`src/rtl/cc_itf_pkg.sv`:
```
// Shared constants and state encodings for the UART memory loader.
package cc_itf_pkg;

    localparam logic [7:0] SYNC_BYTE = 8'hA5;

    typedef enum logic [2:0] {
        IDLE, ADDR, LEN, DATA, WRITE, CKSUM, DONE, ERR
    } ld_state_e;

    typedef enum logic [1:0] {
        RX_IDLE, RX_START, RX_DATA, RX_STOP
    } rx_state_e;

endpackage

```
`src/rtl/uart_rx_byte.sv`:
```
// 8N1 byte receiver: 2-flop synchroniser, mid-bit sampling, LSB first.
// byte_vld / frame_err are single-cycle pulses at the stop-bit sample point.
module uart_rx_byte
    import cc_itf_pkg::*;
#(
    parameter int BIT_DIV = 434
) (
    input  logic       clk_i,
    input  logic       rst_ni,
    input  logic       rx_i,
    output logic       byte_vld,
    output logic [7:0] byte_data,
    output logic       frame_err
);
    localparam int CW = $clog2(BIT_DIV + 1);
    localparam logic [CW-1:0] HALF_M1 = CW'(BIT_DIV / 2 - 1);
    localparam logic [CW-1:0] FULL_M1 = CW'(BIT_DIV - 1);

    rx_state_e      state, state_nxt;
    logic           rx_meta, rx_sync, rx_prev;
    logic [CW-1:0]  cnt;
    logic [2:0]     bit_idx;
    logic           cnt_hit;

    // Synchroniser plus one history flop for falling-edge detection; idle high
    always_ff @(posedge clk_i or negedge rst_ni) begin
        if (!rst_ni) {rx_meta, rx_sync, rx_prev} <= 3'b111;
        else         {rx_meta, rx_sync, rx_prev} <= {rx_i, rx_meta, rx_sync};
    end

    // Start bit is checked half a bit in; everything else one full bit apart
    assign cnt_hit = (state == RX_START) ? (cnt == HALF_M1) : (cnt == FULL_M1);

    // State register
    always_ff @(posedge clk_i or negedge rst_ni) begin
        if (!rst_ni) state <= RX_IDLE;
        else         state <= state_nxt;
    end

    // Next-state: glitchy start bits fall back to idle
    always_comb begin
        state_nxt = state;
        unique case (state)
            RX_IDLE:  if (rx_prev && !rx_sync) state_nxt = RX_START;
            RX_START: if (cnt_hit) state_nxt = rx_sync ? RX_IDLE : RX_DATA;
            RX_DATA:  if (cnt_hit && bit_idx == 3'd7) state_nxt = RX_STOP;
            RX_STOP:  if (cnt_hit) state_nxt = RX_IDLE;
            default:  state_nxt = RX_IDLE;
        endcase
    end

    // Bit timer, data shifter and result pulses
    always_ff @(posedge clk_i or negedge rst_ni) begin
        if (!rst_ni) begin
            cnt       <= '0;
            bit_idx   <= '0;
            byte_data <= '0;
            byte_vld  <= 1'b0;
            frame_err <= 1'b0;
        end else begin
            byte_vld  <= 1'b0;
            frame_err <= 1'b0;
            cnt       <= (state == RX_IDLE || cnt_hit) ? '0 : cnt + 1'b1;
            if (state == RX_DATA && cnt_hit) begin
                byte_data <= {rx_sync, byte_data[7:1]};
                bit_idx   <= bit_idx + 3'd1;
            end
            if (state == RX_STOP && cnt_hit) begin
                byte_vld  <= rx_sync;
                frame_err <= !rx_sync;
            end
        end
    end

endmodule

```
`src/rtl/uart_mem_loader.sv`:
```
// UART-driven memory loader: sync 0xA5, LE base address, LE word count,
// LE data words written one at a time over a req/gnt write port.
// Define UART_LOADER_CKSUM_EN to require a trailing XOR checksum byte.
module uart_mem_loader
    import cc_itf_pkg::*;
#(
    parameter int CLK_FREQ_HZ = 50000000,
    parameter int BAUD        = 115200,
    parameter int ADDR_WIDTH  = 32
) (
    input  logic                  clk_i,
    input  logic                  rst_ni,
    input  logic                  uart_rx_i,
    output logic                  mem_req_o,
    input  logic                  mem_gnt_i,
    output logic                  mem_we_o,
    output logic [3:0]            mem_be_o,
    output logic [ADDR_WIDTH-1:0] mem_addr_o,
    output logic [31:0]           mem_wdata_o,
    output logic                  busy_o,
    output logic                  done_o,
    output logic                  err_o
);
    localparam int BIT_DIV = CLK_FREQ_HZ / BAUD;

`ifdef UART_LOADER_CKSUM_EN
    localparam ld_state_e END_ST = CKSUM;
`else
    localparam ld_state_e END_ST = DONE;
`endif

    ld_state_e              state, state_nxt;
    logic                   byte_vld, frame_err;
    logic [7:0]             byte_data;
    logic [1:0]             byte_cnt;
    logic [31:0]            shreg, shreg_nxt, wdata, remain;
    logic [ADDR_WIDTH-1:0]  addr, addr_in;
    logic [7:0]             cksum, cksum_rx;
    logic                   cksum_pend, word_done, last_word, busy;

    uart_rx_byte #(.BIT_DIV(BIT_DIV)) u_rx (
        .clk_i     (clk_i),
        .rst_ni    (rst_ni),
        .rx_i      (uart_rx_i),
        .byte_vld  (byte_vld),
        .byte_data (byte_data),
        .frame_err (frame_err)
    );

    assign shreg_nxt = {byte_data, shreg[31:8]};
    assign addr_in   = ADDR_WIDTH'(shreg_nxt);
    assign word_done = byte_vld && (byte_cnt == 2'd3);
    assign last_word = (remain == 32'd1);
    assign busy      = (state inside {ADDR, LEN, DATA, WRITE, CKSUM});

    // State register
    always_ff @(posedge clk_i or negedge rst_ni) begin
        if (!rst_ni) state <= IDLE;
        else         state <= state_nxt;
    end

    // Frame sequencing; a framing error anywhere inside a frame wins
    always_comb begin
        state_nxt = state;
        unique case (state)
            IDLE, DONE, ERR: if (byte_vld && byte_data == SYNC_BYTE) state_nxt = ADDR;
            ADDR:  if (word_done) state_nxt = LEN;
            LEN:   if (word_done) state_nxt = (shreg_nxt != 32'd0) ? DATA : END_ST;
            DATA:  if (word_done) state_nxt = WRITE;
            WRITE: begin
                if (mem_gnt_i)      state_nxt = last_word ? END_ST : (word_done ? WRITE : DATA);
                else if (word_done) state_nxt = ERR;    // overrun
            end
            CKSUM: begin
                if (cksum_pend)    state_nxt = (cksum_rx == cksum) ? DONE : ERR;
                else if (byte_vld) state_nxt = (byte_data == cksum) ? DONE : ERR;
            end
            default: state_nxt = IDLE;
        endcase
        if (frame_err && busy) state_nxt = ERR;
    end

    // Byte assembly, running checksum, address/count bookkeeping
    always_ff @(posedge clk_i or negedge rst_ni) begin
        if (!rst_ni) begin
            byte_cnt   <= '0;
            shreg      <= '0;
            wdata      <= '0;
            remain     <= '0;
            addr       <= '0;
            cksum      <= '0;
            cksum_rx   <= '0;
            cksum_pend <= 1'b0;
        end else begin
            unique case (state)
                IDLE, DONE, ERR: begin
                    byte_cnt   <= '0;
                    cksum      <= '0;
                    cksum_pend <= 1'b0;
                end
                ADDR, LEN, DATA, WRITE: begin
                    // A byte arriving while the last word is pending is the checksum
                    if (state == WRITE && last_word) begin
                        if (byte_vld) begin
                            cksum_rx   <= byte_data;
                            cksum_pend <= 1'b1;
                        end
                    end else if (byte_vld) begin
                        shreg    <= shreg_nxt;
                        byte_cnt <= byte_cnt + 2'd1;
                        cksum    <= cksum ^ byte_data;
                    end
                    if (word_done) begin
                        unique case (state)
                            ADDR:    addr   <= {addr_in[ADDR_WIDTH-1:2], 2'b00};
                            LEN:     remain <= shreg_nxt;
                            default: wdata  <= shreg_nxt;
                        endcase
                    end
                    if (state == WRITE && mem_gnt_i) begin
                        addr   <= addr + ADDR_WIDTH'(4);
                        remain <= remain - 32'd1;
                    end
                end
                default: ;
            endcase
        end
    end

    assign mem_req_o   = (state == WRITE);
    assign mem_we_o    = mem_req_o;
    assign mem_be_o    = {4{mem_req_o}};
    assign mem_addr_o  = addr;
    assign mem_wdata_o = wdata;
    assign busy_o      = busy;
    assign done_o      = (state == DONE);
    assign err_o       = (state == ERR);

endmodule

```
`config.mk`:
```
export PLATFORM = sky130hd
export DESIGN_NAME = uart_mem_loader
export DESIGN_NICKNAME = d
export VERILOG_FILES = /design/src/rtl/cc_itf_pkg.sv /design/src/rtl/uart_rx_byte.sv /design/src/rtl/uart_mem_loader.sv
export SDC_FILE = /design/constraint.sdc
export NUM_CORES = 1
export LEC_CHECK = 0
export ABC_CLOCK_PERIOD_IN_PS = 2700
export BUFFER_PORTS_ARGS = -buffer_cell sky130_fd_sc_hd__buf_2
export CORE_MARGIN = 4
export CORE_UTILIZATION = 48
export DETAILED_ROUTE_END_ITERATION = 8
export MAX_ROUTING_LAYER = met4
export PLACE_DENSITY = 0.66
export SETUP_SLACK_MARGIN = 0.15
export SYNTH_ARGS = -nofsm -noshare
export SYNTH_HDL_FRONTEND = slang
export SYNTH_SLANG_ARGS = --single-unit
```
`constraint.sdc`:
```
create_clock -name clk_i -period 2.7 [get_ports clk_i]
set_input_delay 0.135 -clock clk_i [delete_from_list [all_inputs] [get_ports clk_i]]
set_output_delay 0.135 -clock clk_i [all_outputs]
set_load 0.05 [all_outputs]
```
==> results of run 1 <==
## worst paths after layout
| check | from | end | slack, ns | cells past startpoint |
|---|---|---|---|---|
| max | remain[1] | cksum_rx[1] | 0.33 | 7 |
| min | rst_ni | mem_addr_o[3] | 0.28 | 2 |
| max reg2reg | remain[1] | cksum_rx[1] | 0.33 | 7 |
| min reg2reg | u_rx.rx_meta | u_rx.rx_sync | 0.36 | 0 |
| max in group asynchronous | rst_ni | u_rx.rx_prev | 1.58 | 3 |
| min in group clk_i | mem_gnt_i | state[2] | 0.30 | 4 |
## metal layers
metal	part of all wire, %	up-vias
met5	0	-
met4	2.1	0
met3	5.5	39
met2	46	244
met1	46	3584
li1	-	3340
## final cells by class
| class | instances | area [um^2] |
|---|---|---|
| Clock buffer | 20 | 457 |
| Clock inverter | 12 | 140 |
| Fill cell | 1534 | 7780 |
| Inverter | 14 | 52.6 |
| Multi-Input combinational cell | 613 | 4310 |
| Sequential cell | 167 | 4180 |
| Tap cell | 229 | 287 |
| Timing Repair Buffer | 114 | 757 |
## through the flow
step / hold WS [ns] / area (um^2)
6_report: 0.282 / 10200
5_1_grt: 0.339 / 10200
4_1_cts: 0.293 / 10200
3_5_place_dp: 0.200 / 9570
3_3_place_gp: 0.199 / 9570
2_1_floorplan: -0.161 / 8800
## sequential cells by signal, indices dropped and copies added (netlist names), 2 cells and up
register and count:
mem_wdata_o 32, remain 32, mem_addr_o 30, shreg 24, u_rx.cnt 9, cksum 8, cksum_rx 8, u_rx.byte_data 8
state 3, u_rx.bit_idx 3, byte_cnt 2, u_rx.state 2
## logic make-up after synthesis
family	count (synthesis)	share of synthesized area (%)
compound gates	225	17.2
xor+xnor	22	2.19
fa+ha+maj	7	0.996
buf+inv	72	3.98
flops	167	47.6
mux	78	10.3
other cells	1	0.0426
simple gates	279	17.7
## worst reg2reg max path, stage by stage, from the launching register on
cell and delay [ns]:
dfrtp_1 0.41, inv_1 0.11, ha_1 0.15, nor4b_1 0.30, nand4_1 0.26, nor3_2 0.39
nand3_2 0.29, mux2_2 0.35
## power by group
group | total, mW | switching, mW | leakage (nW) | internal (mW)
combinational | 0.323 | 0.208 | 2.14 | 0.115
sequential | 2.70 | 0.121 | 2.23 | 2.58
clock | 2.47 | 1.04 | 0.290 | 1.43
## synthesized netlist by cell type (7+ instances only)
cell type / number / area share (%)
nor2_1: 71 / 3.0
dfrtp_1: 164 / 47
o22a_1: 9 / 0.90
nand2_1: 44 / 1.9
a21oi_1: 61 / 3.5
nor3_1: 19 / 1.1
nand4_1: 15 / 1.1
nor4_1: 26 / 1.8
buf_2: 18 / 1.0
buf_4: 7 / 0.60
xor2_1: 7 / 0.70
nor3b_1: 14 / 1.2
o21ai_0: 42 / 2.4
a31oi_1: 10 / 0.71
a311oi_1: 8 / 0.80
o31ai_1: 7 / 0.60
clkbuf_1: 29 / 1.2
mux2_4: 9 / 1.5
inv_1: 13 / 0.55
ha_1: 7 / 1.0
and3_1: 9 / 0.64
o21a_1: 7 / 0.60
xnor2_1: 15 / 1.5
mux2_2: 67 / 8.6
nand2b_1: 8 / 0.57
nand3_1: 29 / 1.7
o22ai_1: 15 / 1.1
==> impl_metrics.json, run 1 <==
{
  "report.power.total_mw": 5.50,
  "required_ns": 3.01,
  "yosysSeqAreaShare_pct": 47.6,
  "top_usage_layer": "met2",
  "antenna_found_initial": 0,
  "rows": 49,
  "detail-route-antenna-nets": 0,
  "slowest_stage": "dfrtp_1",
  "worstSetupPathType": "register to register",
  "ir_drop_v": 0.000373,
  "drt_iter0_drc": 741,
  "fp.dieW_um": 143,
  "finalMaxSlewViolations": 0,
  "routed-via-count": 7207,
  "grtUsageMet2_pct": 35.3,
  "crit_path_end_kind": "register",
  "dr.pass1.iters": 5,
  "dpl_worst_slack_ns": 0.352,
  "htree_num_levels": 4,
  "synth-async-reset-ratio_pct": 100,
  "max_slew_margin_pct": 43.2,
  "grt.total_usage_pct": 24.1,
  "wl_um": 23400,
  "ys_types": 83,
  "grt_max_degree": 69,
  "io_pins": 77,
  "period_minus_slack_ns": 2.37,
  "critPathMaxStageDelay_ns": 0.41,
  "synth_area_um2": 8800,
  "grt_pass1_wl_um": 37900,
  "hold_buffers": 2,
  "wl_per_cell_um": 20.0,
  "grt-ovfl-total": 0,
  "hold_path_class": "primary input to async pin",
  "synth_warnings": 0,
  "ys_ff_latch": 167,
  "crit_fanout": 9,
  "final_hold_viol_count": 0,
  "stdcell_count": 1169,
  "crit_arrival_ns": 2.68,
  "setup_viol": 0,
  "cts_tree": "yes",
  "synth-edff-count": 0,
  "nets": 938,
  "fin_ws_ns": 0.328,
  "p_leak_nw": 4.67,
  "grt_use_met3_pct": 3.29,
  "crit_buf_inv": 1,
  "syn_inst": 851,
  "cp_cell_sequence": "inv_1 > ha_1 > nor4b_1 > nand4_1 > nor3_2 > nand3_2 > mux2_2",
  "grt_pass1_vias": 7000,
  "die_y_um": 143,
  "maxCapViolCount": 0,
  "ctsRootBufferMaster": "clkbuf_16",
  "cts.clk_slew.worst_paths_ns": 0.07,
  "place.gp.congestion": 0.938,
  "numCtsBuffers": 17,
  "fp.dieArea_um2": 20600,
  "core_um2": 18000,
  "clk_path_buf_depth": 2,
  "area_growth_pct": 15.8,
  "antenna-diode-count": 0,
  "grt_setup_unrepaired": "no",
  "clock_sinks": 167,
  "final_cell_mix": "dfrtp_1, buf_2, nor2_1, mux2_2, a21oi_1",
  "initial_core_util_pct": 49.0,
  "status": "complete, no violations",
  "tns_ns": 0,
  "use_met1_pct": 34.6,
  "post_cts_buffers": 0,
  "post_cts_resized": 0,
  "layout-drive-gt1-share_pct": 26.9,
  "hpwlAfterDp_um": 16000,
  "crit_family": "simple AND/OR/NAND/NOR gates",
  "final_core_util_pct": 56.7,
  "insertion_delay_ns": 0.42,
  "fin_crit_sh_pct": 87.8,
  "place_inst": 1135,
  "skew_ns": 0.00727,
  "viasPerCell": 6.17,
  "max_clock_freq_mhz": 422,
  "io_buffers": 74,
  "final_common_cell": "dfrtp_1",
  "worstMarginPinSlew_ns": 0.845,
  "synth_area_per_cell_um2": 10.3,
  "p_per_area_nw_per_um2": 540,
  "remaining_drc_errors": 0,
  "synth_ff_type": "dfrtp_1",
  "start_kind": "register"
}
Note: power is estimated with default switching activity, not from simulation.
==> inputs of run 2 (changes only) <==
==> constraint.sdc (replaced) <==
create_clock -name clk_i -period 2.7 [get_ports clk_i]
set_input_delay 0.54 -clock clk_i [delete_from_list [all_inputs] [get_ports clk_i]]
set_output_delay 0.54 -clock clk_i [all_outputs]
set_load 0.05 [all_outputs]
==> run 2 against run 1 <==
Against the previous run:
- worst hold slack lost 0.20 ns
- routed wire length grew 0.31%
- first-iteration DRC count shrank 23%
- design area shrank 0.47%
- critical path type unchanged
- largest power group unchanged
- highest routed layer unchanged
==> impl_metrics.json, run 2 (synthesized netlist as in run 1, its figures left out) <==
{
  "start_kind": "register",
  "r2r_end": "shreg[14]",
  "p_per_area_nw_per_um2": 529,
  "stdcell_count": 1168,
  "area_growth_pct": 15.2,
  "dr.pass1.iters": 5,
  "wl_um": 23500,
  "crit_path_end_kind": "register",
  "grt-ovfl-total": 0,
  "io_buffers": 74,
  "required_ns": 3.01,
  "finalMaxSlewViolations": 0,
  "tns_ns": 0,
  "crit_family": "simple AND/OR/NAND/NOR gates",
  "grt_pass1_wl_um": 37400,
  "io_pins": 77,
  "grt.total_usage_pct": 24.0,
  "ff2ff_path_depth": 7,
  "setup_viol": 0,
  "nets": 937,
  "max_slew_margin_pct": 40.0,
  "fin_crit_sh_pct": 90.8,
  "slowest_stage": "dfrtp_1",
  "post_cts_buffers": 0,
  "clock_sinks": 167,
  "wl_per_cell_um": 20.1,
  "initial_core_util_pct": 49.0,
  "status": "complete, no violations",
  "rows": 49,
  "max_clock_freq_mhz": 408,
  "maxCapViolCount": 0,
  "clk_path_buf_depth": 2,
  "routed-via-count": 7145,
  "viasPerCell": 6.12,
  "reg2reg_from": "remain[1]",
  "place.gp.congestion": 0.922,
  "worstSetupPathType": "register to register",
  "post_cts_resized": 0,
  "skew_ns": 0.0133,
  "antenna_found_initial": 0,
  "fillers": 1523,
  "remaining_drc_errors": 0,
  "fp.dieArea_um2": 20600,
  "grt_pass1_vias": 6891,
  "p_leak_nw": 4.66,
  "final_cell_mix": "dfrtp_1, buf_2, nor2_1, mux2_2, a21oi_1",
  "final_common_cell": "dfrtp_1",
  "hold_buffers": 0,
  "core_um2": 18000,
  "crit_fanout": 39,
  "hold_path_class": "primary input to async pin",
  "grt_max_degree": 62,
  "grt_setup_unrepaired": "yes",
  "final_hold_viol_count": 0,
  "ir_drop_v": 0.000385,
  "htree_num_levels": 4,
  "insertion_delay_ns": 0.43,
  "ctsRootBufferMaster": "clkbuf_16",
  "critPathMaxStageDelay_ns": 0.42,
  "cts_tree": "yes",
  "place_inst": 1136,
  "drt_iter0_drc": 569,
  "fp.dieW_um": 143,
  "reg2reg_slack_ns": 0.25,
  "cts.clk_slew.worst_paths_ns": 0.07,
  "crit_arrival_ns": 2.76,
  "hpwlAfterDp_um": 16300,
  "numCtsBuffers": 17,
  "antenna-diode-count": 0,
  "layout-drive-gt1-share_pct": 27.2,
  "cp_cell_sequence": "inv_1 > ha_1 > nor4b_1 > nand4_1 > o41ai_4 > buf_12 > mux2_2",
  "crit_buf_inv": 2,
  "die_y_um": 143,
  "detail-route-antenna-nets": 0,
  "worstMarginPinSlew_ns": 0.892,
  "period_minus_slack_ns": 2.45
}
-- run 2: cell types whose count changed in the layout (fill, tap and decap cells not counted), moves of 2 or more --
cell           change
clkinv_8           +2
bufinv_16          -2
dlygate4sd3_1      -2
inv_6              -2
clkinv_4           +2
inv_8              +3
clkbuf_8           -2
buf_4              +2
-- run 2: layout make-up --
class                           instances  area, um^2  area share [%]
Multi-Input combinational cell        613        4320            42.6
Tap cell                              229         287            2.83
Inverter                               14        52.6           0.518
Timing Repair Buffer                  113         732            7.22
Clock inverter                         14         139            1.37
Sequential cell                       167        4180            41.3
Clock buffer                           18         429            4.23
-- run 2: through the flow --
step	cell area [um^2]	utilization (%)	hold slack [ns]	setup slack, ns	power, mW
floorplan	8800	-	0.244	0.445	2.93
global placement	9560	53.2	0.346	0.387	3.06
detailed placement	9560	53.2	0.347	0.331	3.07
CTS	10100	56.4	0.0902	0.180	5.40
global route	10100	56.4	0.115	0.140	5.56
finish	10100	56.4	0.0848	0.249	5.36
-- run 2: worst max-delay path by stage --
stage | startpoint | end | cells after the start
global route | remain[1] | cksum[7] | 8
global placement | remain[1] | cksum_rx[7] | 7
CTS | state[0] | mem_req_o | 3
detailed placement | remain[1] | cksum_rx[7] | 7
floorplan | mem_addr_o[2] | mem_addr_o[24] | 6
finish | remain[1] | shreg[14] | 7
-- run 2: report_power, final --
part           switching, mW  internal [mW]
Sequential             0.118           2.58
Combinational          0.210          0.114
Clock                   1.11           1.22
-- run 2: metal layers --
metal  part of all wire, %  global-route usage [%]  wire (um)  vias up
li1                      -                       -          -     3348
met3                   5.7                    4.36       1340       41
met2                    46                    34.9      10700      239
met5                     0                       -          0        -
met1                    46                    33.6      10800     3517
met4                   2.6                    9.12        620        0
